### config.mk
export PLATFORM = sky130hd
export DESIGN_NAME = lm_sm_sequencer
export DESIGN_NICKNAME = d
export VERILOG_FILES = /design/src/rtl/lm_sm_pkg.sv /design/src/rtl/lowest_set_bit.sv /design/src/rtl/lm_sm_sequencer.sv
export SDC_FILE = /design/constraint.sdc
export NUM_CORES = 1
export LEC_CHECK = 0
export ABC_AREA = 0
export BUFFER_PORTS_ARGS = -buffer_cell sky130_fd_sc_hd__buf_2
export CORE_ASPECT_RATIO = 1.75
export CORE_UTILIZATION = 50
export DETAILED_ROUTE_END_ITERATION = 8
export PLACE_DENSITY = 0.84
export SLEW_MARGIN = 5
export SYNTH_ARGS = -nofsm -noshare
export SYNTH_HDL_FRONTEND = slang
export SYNTH_SLANG_ARGS = --single-unit
### constraint.sdc
create_clock -name clk -period 2.1 [get_ports clk]
set_input_delay 0.21 -clock clk [delete_from_list [all_inputs] [get_ports clk]]
set_output_delay 0.21 -clock clk [all_outputs]
set_load 0.02 [all_outputs]
### src/rtl/lm_sm_pkg.sv
// lm_sm_pkg: shared types and constants for the LM/SM multi-cycle sequencer.
//   state_t         - sequencer state encoding (IDLE, XFER, DONE)
//   LM_SM_NREGS     - default architectural register count (mask width)
//   LM_SM_ADDR_W    - default data-memory word-address width
//   LM_SM_RA_W      - default register-address width (clog2 of NREGS)
//   OPC_LM / OPC_SM - opcodes the main controller decodes to raise start
package lm_sm_pkg;

    localparam int unsigned LM_SM_NREGS  = 8;
    localparam int unsigned LM_SM_ADDR_W = 16;
    localparam int unsigned LM_SM_RA_W   = 3;

    localparam logic [3:0] OPC_LM = 4'b0110;
    localparam logic [3:0] OPC_SM = 4'b0111;

    typedef enum logic [1:0] {
        IDLE = 2'd0,
        XFER = 2'd1,
        DONE = 2'd2
    } state_t;

endpackage

### src/rtl/lowest_set_bit.sv
// lowest_set_bit: combinational priority encoder, lowest index wins.
//   vec    - input bit vector (N bits)
//   idx    - index of the lowest set bit (0 when vec is all zero)
//   single - high when exactly one bit of vec is set
module lowest_set_bit #(
    parameter int unsigned N = 8,
    parameter int unsigned W = 3
) (
    input  logic [N-1:0] vec,
    output logic [W-1:0] idx,
    output logic         single
);

    logic found;

    always_comb begin
        idx   = '0;
        found = 1'b0;
        for (int unsigned i = 0; i < N; i++) begin
            if (vec[i] && !found) begin
                idx   = W'(i);
                found = 1'b1;
            end
        end
    end

    // vec & (vec-1) clears the lowest set bit; zero result means at most one bit
    assign single = (vec != '0) && ((vec & (vec - N'(1))) == '0);

endmodule

### src/rtl/lm_sm_sequencer.sv
// lm_sm_sequencer: load-multiple / store-multiple transfer sequencer.
// Captures base address and register mask on start, then owns the register
// file and data-memory ports for one word transfer per cycle, lowest register
// first, finishing with a one-cycle done pulse.
//   clk, rst          - clock; asynchronous active-low reset
//   start, is_store   - LM/SM request (sampled in IDLE) and direction (1 = SM)
//   base_addr         - starting word address, captured with start
//   reg_mask          - register select mask, captured with start
//   busy, pc_hold     - datapath ownership and PC-update suppression
//   reg_addr          - register read (SM) / write (LM) address
//   mem_addr          - data-memory word address
//   mem_read          - load strobe (LM)
//   mem_write         - store strobe (SM)
//   reg_write_en      - register write enable for load data (LM)
//   done              - one-cycle completion pulse
module lm_sm_sequencer
    import lm_sm_pkg::*;
#(
    parameter int unsigned NREGS  = LM_SM_NREGS,
    parameter int unsigned ADDR_W = LM_SM_ADDR_W,
    parameter int unsigned RA_W   = LM_SM_RA_W
) (
    input  logic              clk,
    input  logic              rst,
    input  logic              start,
    input  logic              is_store,
    input  logic [ADDR_W-1:0] base_addr,
    input  logic [NREGS-1:0]  reg_mask,
    output logic              busy,
    output logic              pc_hold,
    output logic [RA_W-1:0]   reg_addr,
    output logic [ADDR_W-1:0] mem_addr,
    output logic              mem_read,
    output logic              mem_write,
    output logic              reg_write_en,
    output logic              done
);

    state_t            state;
    logic [NREGS-1:0]  mask_q;
    logic [ADDR_W-1:0] addr_q;
    logic              store_q;
    logic [RA_W-1:0]   low_idx;
    logic              last_xfer;

    lowest_set_bit #(
        .N (NREGS),
        .W (RA_W)
    ) u_lsb (
        .vec    (mask_q),
        .idx    (low_idx),
        .single (last_xfer)
    );

    always_ff @(posedge clk or negedge rst) begin
        if (!rst) begin
            state   <= IDLE;
            mask_q  <= '0;
            addr_q  <= '0;
            store_q <= 1'b0;
        end else begin
            case (state)
                IDLE: begin
                    if (start) begin
                        mask_q  <= reg_mask;
                        addr_q  <= base_addr;
                        store_q <= is_store;
                        state   <= (reg_mask != '0) ? XFER : DONE;
                    end
                end
                XFER: begin
                    // drop the register just transferred (lowest set bit)
                    mask_q <= mask_q & (mask_q - NREGS'(1));
                    addr_q <= addr_q + ADDR_W'(1);
                    if (last_xfer) begin
                        state <= DONE;
                    end
                end
                DONE: begin
                    state <= IDLE;
                end
                default: begin
                    state <= IDLE;
                end
            endcase
        end
    end

    // Outputs decode registered state only, except pc_hold in IDLE, which must
    // follow start within the same cycle so the PC stalls on the start edge.
    always_comb begin
        busy         = 1'b0;
        pc_hold      = 1'b0;
        reg_addr     = '0;
        mem_addr     = '0;
        mem_read     = 1'b0;
        mem_write    = 1'b0;
        reg_write_en = 1'b0;
        done         = 1'b0;
        case (state)
            IDLE: begin
                pc_hold = start && rst;
            end
            XFER: begin
                busy     = 1'b1;
                pc_hold  = 1'b1;
                reg_addr = low_idx;
                mem_addr = addr_q;
                if (store_q) begin
                    mem_write = 1'b1;
                end else begin
                    mem_read     = 1'b1;
                    reg_write_en = 1'b1;
                end
            end
            DONE: begin
                busy = 1'b1;
                done = 1'b1;
            end
            default: begin
                busy = 1'b0;
            end
        endcase
    end

endmodule

==> impl_metrics.toml, run 1 <==
[status]
status = "complete, no violations"

[die]
die_h_um = 82.0
start_util = 0.533
die_area_um2 = 3920
rows = 28
die_x_um = 47.7
core_um2 = 3430
pin_count = 53

[routing]
detail_route.iter0.violations = 96
firstDrtPassIters = 4
postRouteAntennaNets = 0
vias = 1939
via_per_inst = 6.06
wl_um = 4930
post-route-drc-count = 0
wl_per_cell_um = 15.4

[global_route]
grt_pass1_wl_um = 7710
grt_pass1_vias = 1829
grt_overflow = 0
antenna_found_initial = 0
grt.total_usage = 0.275
grt_start_max_net_pins = 28

[clock_tree]
cts_setup_buffers = 0
cts.sinks = 27
cts.clk_slew.worst_paths_ns = 0.10
clockRootBuffer = "clkbuf_8"
htree_levels = 1
cts_buffer_depth = 2
insertion_delay_ns = 0.27
cts_made_buffers = 3
cts_tree = "yes"

[hold_path]
hp-start = "reg_mask[4]"
min_to = "mask_q[4]$_DFFE_PN0P_"
min_path_type = "in2reg"
hold_depth = 3

[timing]
worst_slew_pin_slew_ns = 0.613
finalClockSkew_ns = 0.00510
tns_ns = 0
relSlewSlack = 0.587
setup_slack_ns = 0.130
fmax_mhz = 508
finalCritPeriodShare = 0.938
final_max_slew_viol_count = 0
period_minus_slack_ns = 1.97
finalHoldViolCount = 0
rsz0062_at_grt = "no"
setup_viol = 0

[synth]
synth.top_cell.area_share = 0.369
syn_area_um2 = 1830
synth_area_leader_cell = "dfrtp_1"
avgSynthCellArea_um2 = 8.25
synthMuxAreaShare = 0.0226
synthCells = 222
yosys.area_share.simple = 0.215
synth_ff_type = "dfrtp_1"
synth_xor_area_frac = 0.00478
synth_cell_type_count = 43
ys_seq_area_frac = 0.369
syn_nets = 254
synthAdderAreaFrac = 0.0273
ys_ff_latch = 27
synth_top_family_by_area = "compound AO/OA/AOI/OAI gates"
async_flop_share = 1.00
synth.area.top_cells = "dfrtp_1, a21oi_1, o21ai_0"
synth_compound_area_frac = 0.294
ys.warnings.count = 0
synth_edf_count = 0

[finish]
fin_util = 0.648
multiInputGateArea_um2 = 1040
mostFrequentLayoutCell = "buf_2"
antenna-diode-count = 0
final_nets = 308
nFillCells = 329
regArea_um2 = 676
syn2layout_area_growth_pct = 21.5
layout_common_cells = "buf_2, dfrtp_1, a21oi_1, o21ai_0, nand2_1"
final_cell_count_no_fill = 320
drive_gt1_frac = 0.276

[pwr]
power_w = 0.00344
ir_worst_vdd_v = 0.000782
power.leakage_nw = 1.06
power_density_nw_per_um2 = 1550

[placed_design]
dp_cells = 315
dp_hpwl_um = 3720
pre_cts_ws_ns = 0.176
place_congestion = 0.853
numPortBuffers = 52

[worst_setup_path]
rr_startpoint = "state[1]$_DFFE_PN0P_"
crit_type = "reg2out"
rrSetupSlack_ns = 0.23
end_kind = "primary output"
arrival_ns = 1.76
reg2regPathDepth = 8
timing.rr.end = "addr_q[11]$_DFFE_PN0P_"
path_max_fanout = 9
startpoint_type = "flip-flop"
critPathRequiredTime_ns = 1.89

[flow_run]
cap_violations = 0
==> cell families (layout without fill, tap and decap cells) <==
logic type                 Yosys count  in the layout
AOI/OAI and AO/OA                   82             82
DFF                                 27             27
and+or+nand+nor                     79             79
buffers and inverters               25             78
adders and majority gates            4              4
muxes                                4              4
xor gates and xnor gates             1              1
==> Yosys cell counts (all sizes together), types with 2 or more instances <==
master / number
a211oi: 2
clkbuf: 3
nor4: 3
o2bb2ai: 2
and3: 3
ha: 4
buf: 12
a22o: 6
dfrtp: 27
mux2i: 3
nor2: 17
a32oi: 3
o31ai: 6
o22ai: 7
o21ai: 22
nor3: 7
nand4: 2
a31oi: 5
inv: 10
a221o: 2
nand3: 10
or4: 3
a21oi: 20
and2: 15
nand2: 18
==> final cells by class <==
| type | count | area share |
|---|---|---|
| multi-input combinational | 170 | 0.469 |
| clock inverter | 1 | 0.00225 |
| timing repair buffer | 64 | 0.164 |
| clock buffer | 3 | 0.0186 |
| inverter | 10 | 0.0169 |
| tap | 45 | 0.0253 |
| sequential | 27 | 0.304 |
==> repair_timing <==
item | CTS | global route
gates resized for setup | 0 | 3
setup endpoints to repair | 0 | 5
hold endpoints to repair | 27 | 0
hold buffers | 1 | 0
==> sequential cells by signal (all words and copies together) (netlist names) <==
signal	flops
mask_q	8
addr_q	16
store_q	1
state	2
==> layer usage <==
layer	wire (µm)	global-route usage	up-vias
li1	-	-	923
met5	0	0	-
met4	225	0.131	0
met2	2720	0.518	70
met3	179	0.0242	20
met1	1800	0.279	926
==> per-stage QoR <==
stage                     area, µm²  hold slack, ns
after floorplan                1830         -0.0856
after global placement         2160           0.293
after detailed placement       2160           0.295
after CTS                      2210           0.154
after global routing           2220           0.175
final                          2220           0.160
==> report_power, final <==
| part | switching [W] | total, W | internal (W) |
|---|---|---|---|
| clock network | 0.000166 | 0.000299 | 0.000133 |
| logic | 0.00116 | 0.00199 | 0.000832 |
| registers | 0.000375 | 0.00115 | 0.000770 |
| total | 0.00170 | 0.00344 | 0.00173 |
==> worst max-delay path by stage <==
stage | startpoint | endpoint | slack [ns]
final | mask_q[0]$_DFFE_PN0P_ | reg_addr[2] | 0.13
after global routing | mask_q[0]$_DFFE_PN0P_ | reg_addr[2] | 0.03
after CTS | mask_q[0]$_DFFE_PN0P_ | reg_addr[0] | 0.08
after detailed placement | state[1]$_DFFE_PN0P_ | addr_q[10]$_DFFE_PN0P_ | 0.18
after global placement | state[1]$_DFFE_PN0P_ | mask_q[5]$_DFFE_PN0P_ | 0.29
after floorplan | state[1]$_DFFE_PN0P_ | reg_write_en | 0.29
==> worst max-delay path, stage by stage (launching register included) <==
cell and delay, ns:
dfrtp_1 0.50, or4_4 0.59, a211oi_1 0.21, buf_2 0.19
(Power assumes the default switching activity.)
==> run 2: changes to the inputs <==
--- a/config.mk
+++ b/config.mk
@@ -9,8 +9,10 @@
 export BUFFER_PORTS_ARGS = -buffer_cell sky130_fd_sc_hd__buf_2
 export CORE_ASPECT_RATIO = 1.75
 export CORE_UTILIZATION = 50
+export CTS_BUF_LIST = sky130_fd_sc_hd__clkbuf_4 sky130_fd_sc_hd__clkbuf_8 sky130_fd_sc_hd__clkbuf_16
 export DETAILED_ROUTE_END_ITERATION = 8
 export PLACE_DENSITY = 0.84
+export SKIP_CTS_REPAIR_TIMING = 1
 export SLEW_MARGIN = 5
 export SYNTH_ARGS = -nofsm -noshare
 export SYNTH_HDL_FRONTEND = slang
==> constraint.sdc (replaced) <==
create_clock -name clk -period 1.9 [get_ports clk]
set_input_delay 0.19 -clock clk [delete_from_list [all_inputs] [get_ports clk]]
set_output_delay 0.19 -clock clk [all_outputs]
set_load 0.02 [all_outputs]
==> run 2 against run 1 <==
Net effect:
- core utilization is 4.4 points higher
- cell area grew 6.9%
- wire length rose by 3.2%
==> impl_metrics.toml, run 2 (same netlist as run 1, synthesis figures left out) <==
[status]
status = "complete, no violations"

[timing]
setup_viol = 0
relSlewSlack = 0.628
worst_slew_pin_slew_ns = 0.553
finalClockSkew_ns = 0.00230
finalCritPeriodShare = 0.983
tns_ns = 0
finalHoldViolCount = 0
fmax_mhz = 535
period_minus_slack_ns = 1.87
fin_hold_ws_ns = 0.149
rsz0062_at_grt = "yes"
final_max_slew_viol_count = 0

[worst_setup_path]
rr_startpoint = "state[1]$_DFFE_PN0P_"
startpoint_type = "flip-flop"
critPathRequiredTime_ns = 1.71
crit_start = "mask_q[0]$_DFFE_PN0P_"
path_max_fanout = 5
end_kind = "primary output"
arrival_ns = 1.68
crit_type = "reg2out"

[clock_tree]
cts_made_buffers = 3
cts_tree = "yes"
cts_buffer_depth = 2
insertion_delay_ns = 0.27
cts.sinks = 27
clockRootBuffer = "clkbuf_8"
htree_levels = 1
cts.clk_slew.worst_paths_ns = 0.09

[die]
rows = 28
pin_count = 53
start_util = 0.533
core_um2 = 3430
die_x_um = 47.7
die_area_um2 = 3920
die_h_um = 82.0

[finish]
drive_gt1_frac = 0.339
regArea_um2 = 678
fin_util = 0.692
syn2layout_area_growth_pct = 29.9
regMostFlops = "addr_q"
largestRegisters = "addr_q: 16 flops, mask_q: 8 flops, state: 2 flops"
nFillCells = 301
mostFrequentLayoutCell = "buf_2"
final_nets = 319
largest_reg_flops = 16
stdcell_area_um2 = 2380
multiInputGateArea_um2 = 1100
antenna-diode-count = 0
final_cell_count_no_fill = 331
layout_common_cells = "buf_2, dfrtp_1, buf_4"

[hold_path]
hp-start = "is_store"
min_path_type = "in2reg"

[routing]
postRouteAntennaNets = 0
wl_per_cell_um = 15.4
firstDrtPassIters = 4
via_per_inst = 6.07
post-route-drc-count = 0
vias = 2009
wl_um = 5080
detail_route.iter0.violations = 53

[global_route]
grt.total_usage = 0.268
grt_start_max_net_pins = 28
grt_pass1_wl_um = 7490
grt_overflow = 0
antenna_found_initial = 0
grt_pass1_vias = 1772

[pwr]
power_density_nw_per_um2 = 1720
ir_worst_vdd_v = 0.00106
power.leakage_nw = 1.12

[placed_design]
numPortBuffers = 52
dp_cells = 323
dpl_cell_area_um2 = 2220
dp_hpwl_um = 3820
place_congestion = 0.886

[flow_run]
cap_violations = 0
## run 2: worst paths after layout
path                                          endpoint  slack, ns  cells after the start
worst max register to register  addr_q[15]$_DFFE_PN0P_       0.09                     10
worst max-delay path                       reg_addr[0]       0.03                      5
min in group asynchronous        mask_q[5]$_DFFE_PN0P_       0.50                      3
max in group asynchronous        mask_q[1]$_DFFE_PN0P_       1.12                      3
worst min register to register  addr_q[15]$_DFFE_PN0P_       0.51                      1
worst min-delay path               store_q$_DFFE_PN0P_       0.15                      2
## run 2: where the power goes
group	switching [W]	leakage, nW	internal (W)	total, W
logic	0.00139	0.763	0.00110	0.00249
registers	0.000409	0.327	0.000855	0.00126
clock network	0.000175	0.0262	0.000165	0.000340
## run 2: through the flow
| stage | setup slack [ns] | power (W) |
|---|---|---|
| 4_1_cts | -0.149 | 0.00387 |
| 6_report | 0.0320 | 0.00409 |
| 2_1_floorplan | 0.110 | 0.00278 |
| 3_3_place_gp | 0.105 | 0.00346 |
| 5_1_grt | -0.0503 | 0.00442 |
| 3_5_place_dp | 0.0599 | 0.00353 |
## run 2: area by class of cell
class	instances	share of cell area
Timing Repair Buffer	75	0.192
Multi-Input combinational cell	170	0.462
Inverter	10	0.0168
Sequential cell	27	0.285
Tap cell	45	0.0237
Clock buffer	4	0.0205
## run 2: worst max-delay path, cell delays in order (launching register included)
cell	delay, ns
dfrtp_2	0.47
nor4_4	0.34
and3_4	0.25
nand2_2	0.06
a21oi_2	0.15
buf_6	0.13
## run 2: metal layers
layer | vias to the layer above | wire (µm) | share of wire | GRT usage
li1 | 948 | - | - | -
met4 | 0 | 210 | 0.041 | 0.158
met5 | - | 0 | 0 | 0
met1 | 953 | 1820 | 0.36 | 0.276
met3 | 20 | 230 | 0.045 | 0.0308
met2 | 88 | 2820 | 0.56 | 0.481
==> run 3: changes to the inputs <==
--- a/config.mk
+++ b/config.mk
@@ -11,6 +11,7 @@
 export CORE_UTILIZATION = 50
 export CTS_BUF_LIST = sky130_fd_sc_hd__clkbuf_4 sky130_fd_sc_hd__clkbuf_8 sky130_fd_sc_hd__clkbuf_16
 export DETAILED_ROUTE_END_ITERATION = 8
+export GPL_TIMING_DRIVEN = 0
 export PLACE_DENSITY = 0.84
 export SKIP_CTS_REPAIR_TIMING = 1
 export SLEW_MARGIN = 5
==> run 3 against run 2 <==
Net effect:
- fmax down 0.32%
- critical path type unchanged
- global-route usage grew 0.60 points
- wire length increased by 9.7%
- largest power group unchanged
- critical endpoint is now reg_addr[2]
==> impl_metrics.toml, run 3 (same netlist as run 1, synthesis figures left out) <==
[status]
status = "complete, no violations"

[worst_setup_path]
crit_type = "reg2out"
path_max_fanout = 6
end_kind = "primary output"
crit_start = "mask_q[2]$_DFFE_PN0P_"
reg2regPathDepth = 6
critPathRequiredTime_ns = 1.71
rrSetupSlack_ns = 0.03
rr_startpoint = "mask_q[2]$_DFFE_PN0P_"
startpoint_type = "flip-flop"
arrival_ns = 1.68
timing.rr.end = "state[1]$_DFFE_PN0P_"

[pwr]
p_int_w = 0.00223
power.switching_w = 0.00208
swShare = 0.483
power_w = 0.00431
power.leakage_nw = 1.17
power_density_nw_per_um2 = 1760
clkPwrFrac = 0.082
pwr-share-comb = 0.638
p_seq_frac = 0.281
ir_worst_vdd_v = 0.000871

[routing]
wl_um = 5570
firstDrtPassIters = 5
via_per_inst = 6.10
post-route-drc-count = 0
wl_per_cell_um = 16.4
detail_route.iter0.violations = 86
postRouteAntennaNets = 0
vias = 2074

[timing]
finalCritPeriodShare = 0.986
relSlewSlack = 0.615
period_minus_slack_ns = 1.87
rsz0062_at_grt = "yes"
finalClockSkew_ns = 0.000899
finalHoldViolCount = 0
fmax_mhz = 534
worst_slew_pin_slew_ns = 0.575
setup_viol = 0
final_max_slew_viol_count = 0

[finish]
fin_util = 0.716
drive_gt1_frac = 0.363
layout_common_cells = "buf_2, dfrtp_1, buf_4"
largestRegisters = "addr_q: 16 flops, mask_q: 8 flops, state: 2 flops"
largest_reg_flops = 16
syn2layout_area_growth_pct = 34.2
antenna-diode-count = 0
regMostFlops = "addr_q"
stdcell_area_um2 = 2460
mostFrequentLayoutCell = "buf_2"
final_nets = 328

[global_route]
grt.total_usage = 0.274
grt_overflow = 0
grt_pass1_wl_um = 7720
antenna_found_initial = 0
grt_start_max_net_pins = 29
grt_pass1_vias = 1747

[placed_design]
dpl_cell_area_um2 = 2150
dp_hpwl_um = 3780
numPortBuffers = 52
place_congestion = 0.939

[die]
die_area_um2 = 3920
pin_count = 53
die_h_um = 82.0
die_x_um = 47.7
rows = 28
core_um2 = 3430
start_util = 0.533

[clock_tree]
cts_made_buffers = 3
cts.clk_slew.worst_paths_ns = 0.09
insertion_delay_ns = 0.28
cts_tree = "yes"
cts_buffer_depth = 2
htree_levels = 1
clockRootBuffer = "clkbuf_8"
cts.sinks = 27

[hold_path]
min_path_type = "in2reg"
min_to = "mask_q[1]$_DFFE_PN0P_"
hold_depth = 3
hp-start = "reg_mask[1]"

[flow_run]
cap_violations = 0
==> run 3: changes by cell type in the layout (fill, tap and decap cells not counted), sizes merged <==
cell and delta:
clkbuf +3, buf +6
==> run 3: power groups by stage <==
stage | clock, W | sequential [W] | combinational (W)
after CTS | 0.000345 | 0.00115 | 0.00227
after detailed placement | 0 | 0.00116 | 0.00226
after global routing | 0.000371 | 0.00125 | 0.00298
final | 0.000352 | 0.00121 | 0.00275
after global placement | 0 | 0.00114 | 0.00222
after floorplan | 0 | 0.00107 | 0.00171
==> run 3: critical path, cell delays in order (launching register included) <==
cell,delay (ns)
dfrtp_1,0.39
buf_6,0.13
or4_4,0.54
a211oi_2,0.17
buf_4,0.17
==> run 3: per-stage QoR <==
stage                     hold WS, ns  instances  setup slack [ns]  setup TNS (ns)
final                           0.133        340            0.0259               0
after global routing            0.142        340           -0.0260         -0.0858
after CTS                     -0.0462        323            -0.648           -9.58
after detailed placement        0.251        319            -0.327           -2.41
after global placement          0.248        319            -0.334           -1.75
after floorplan                -0.106        222             0.110               0
==> run 3: cell type report <==
| class | count | area (µm²) |
|---|---|---|
| flip-flops and latches | 27 | 678 |
| plain buffers | 14 | 129 |
| repair buffers | 70 | 418 |
| fillers | 306 | 976 |
| inverters | 10 | 37.5 |
| well taps | 45 | 56.3 |
| clock buffers | 4 | 48.8 |
| multi-input cells | 170 | 1090 |
==> run 3: how the worst max path moves through the flow <==
| stage | to | slack, ns | cells past startpoint |
|---|---|---|---|
| after floorplan | reg_write_en | 0.11 | 6 |
| after global placement | reg_addr[1] | -0.33 | 7 |
| after detailed placement | reg_addr[1] | -0.33 | 7 |
| after CTS | reg_addr[1] | -0.65 | 7 |
| after global routing | addr_q[5]$_DFFE_PN0P_ | -0.03 | 8 |
| final | reg_addr[2] | 0.03 | 4 |
==> run 3: per-layer routing <==
metal	up-vias	GRT usage	routed length (µm)
li1	967	-	-
met1	981	0.302	2040
met2	105	0.489	3060
met3	21	0.0286	260
met4	0	0.131	207
met5	-	0	0
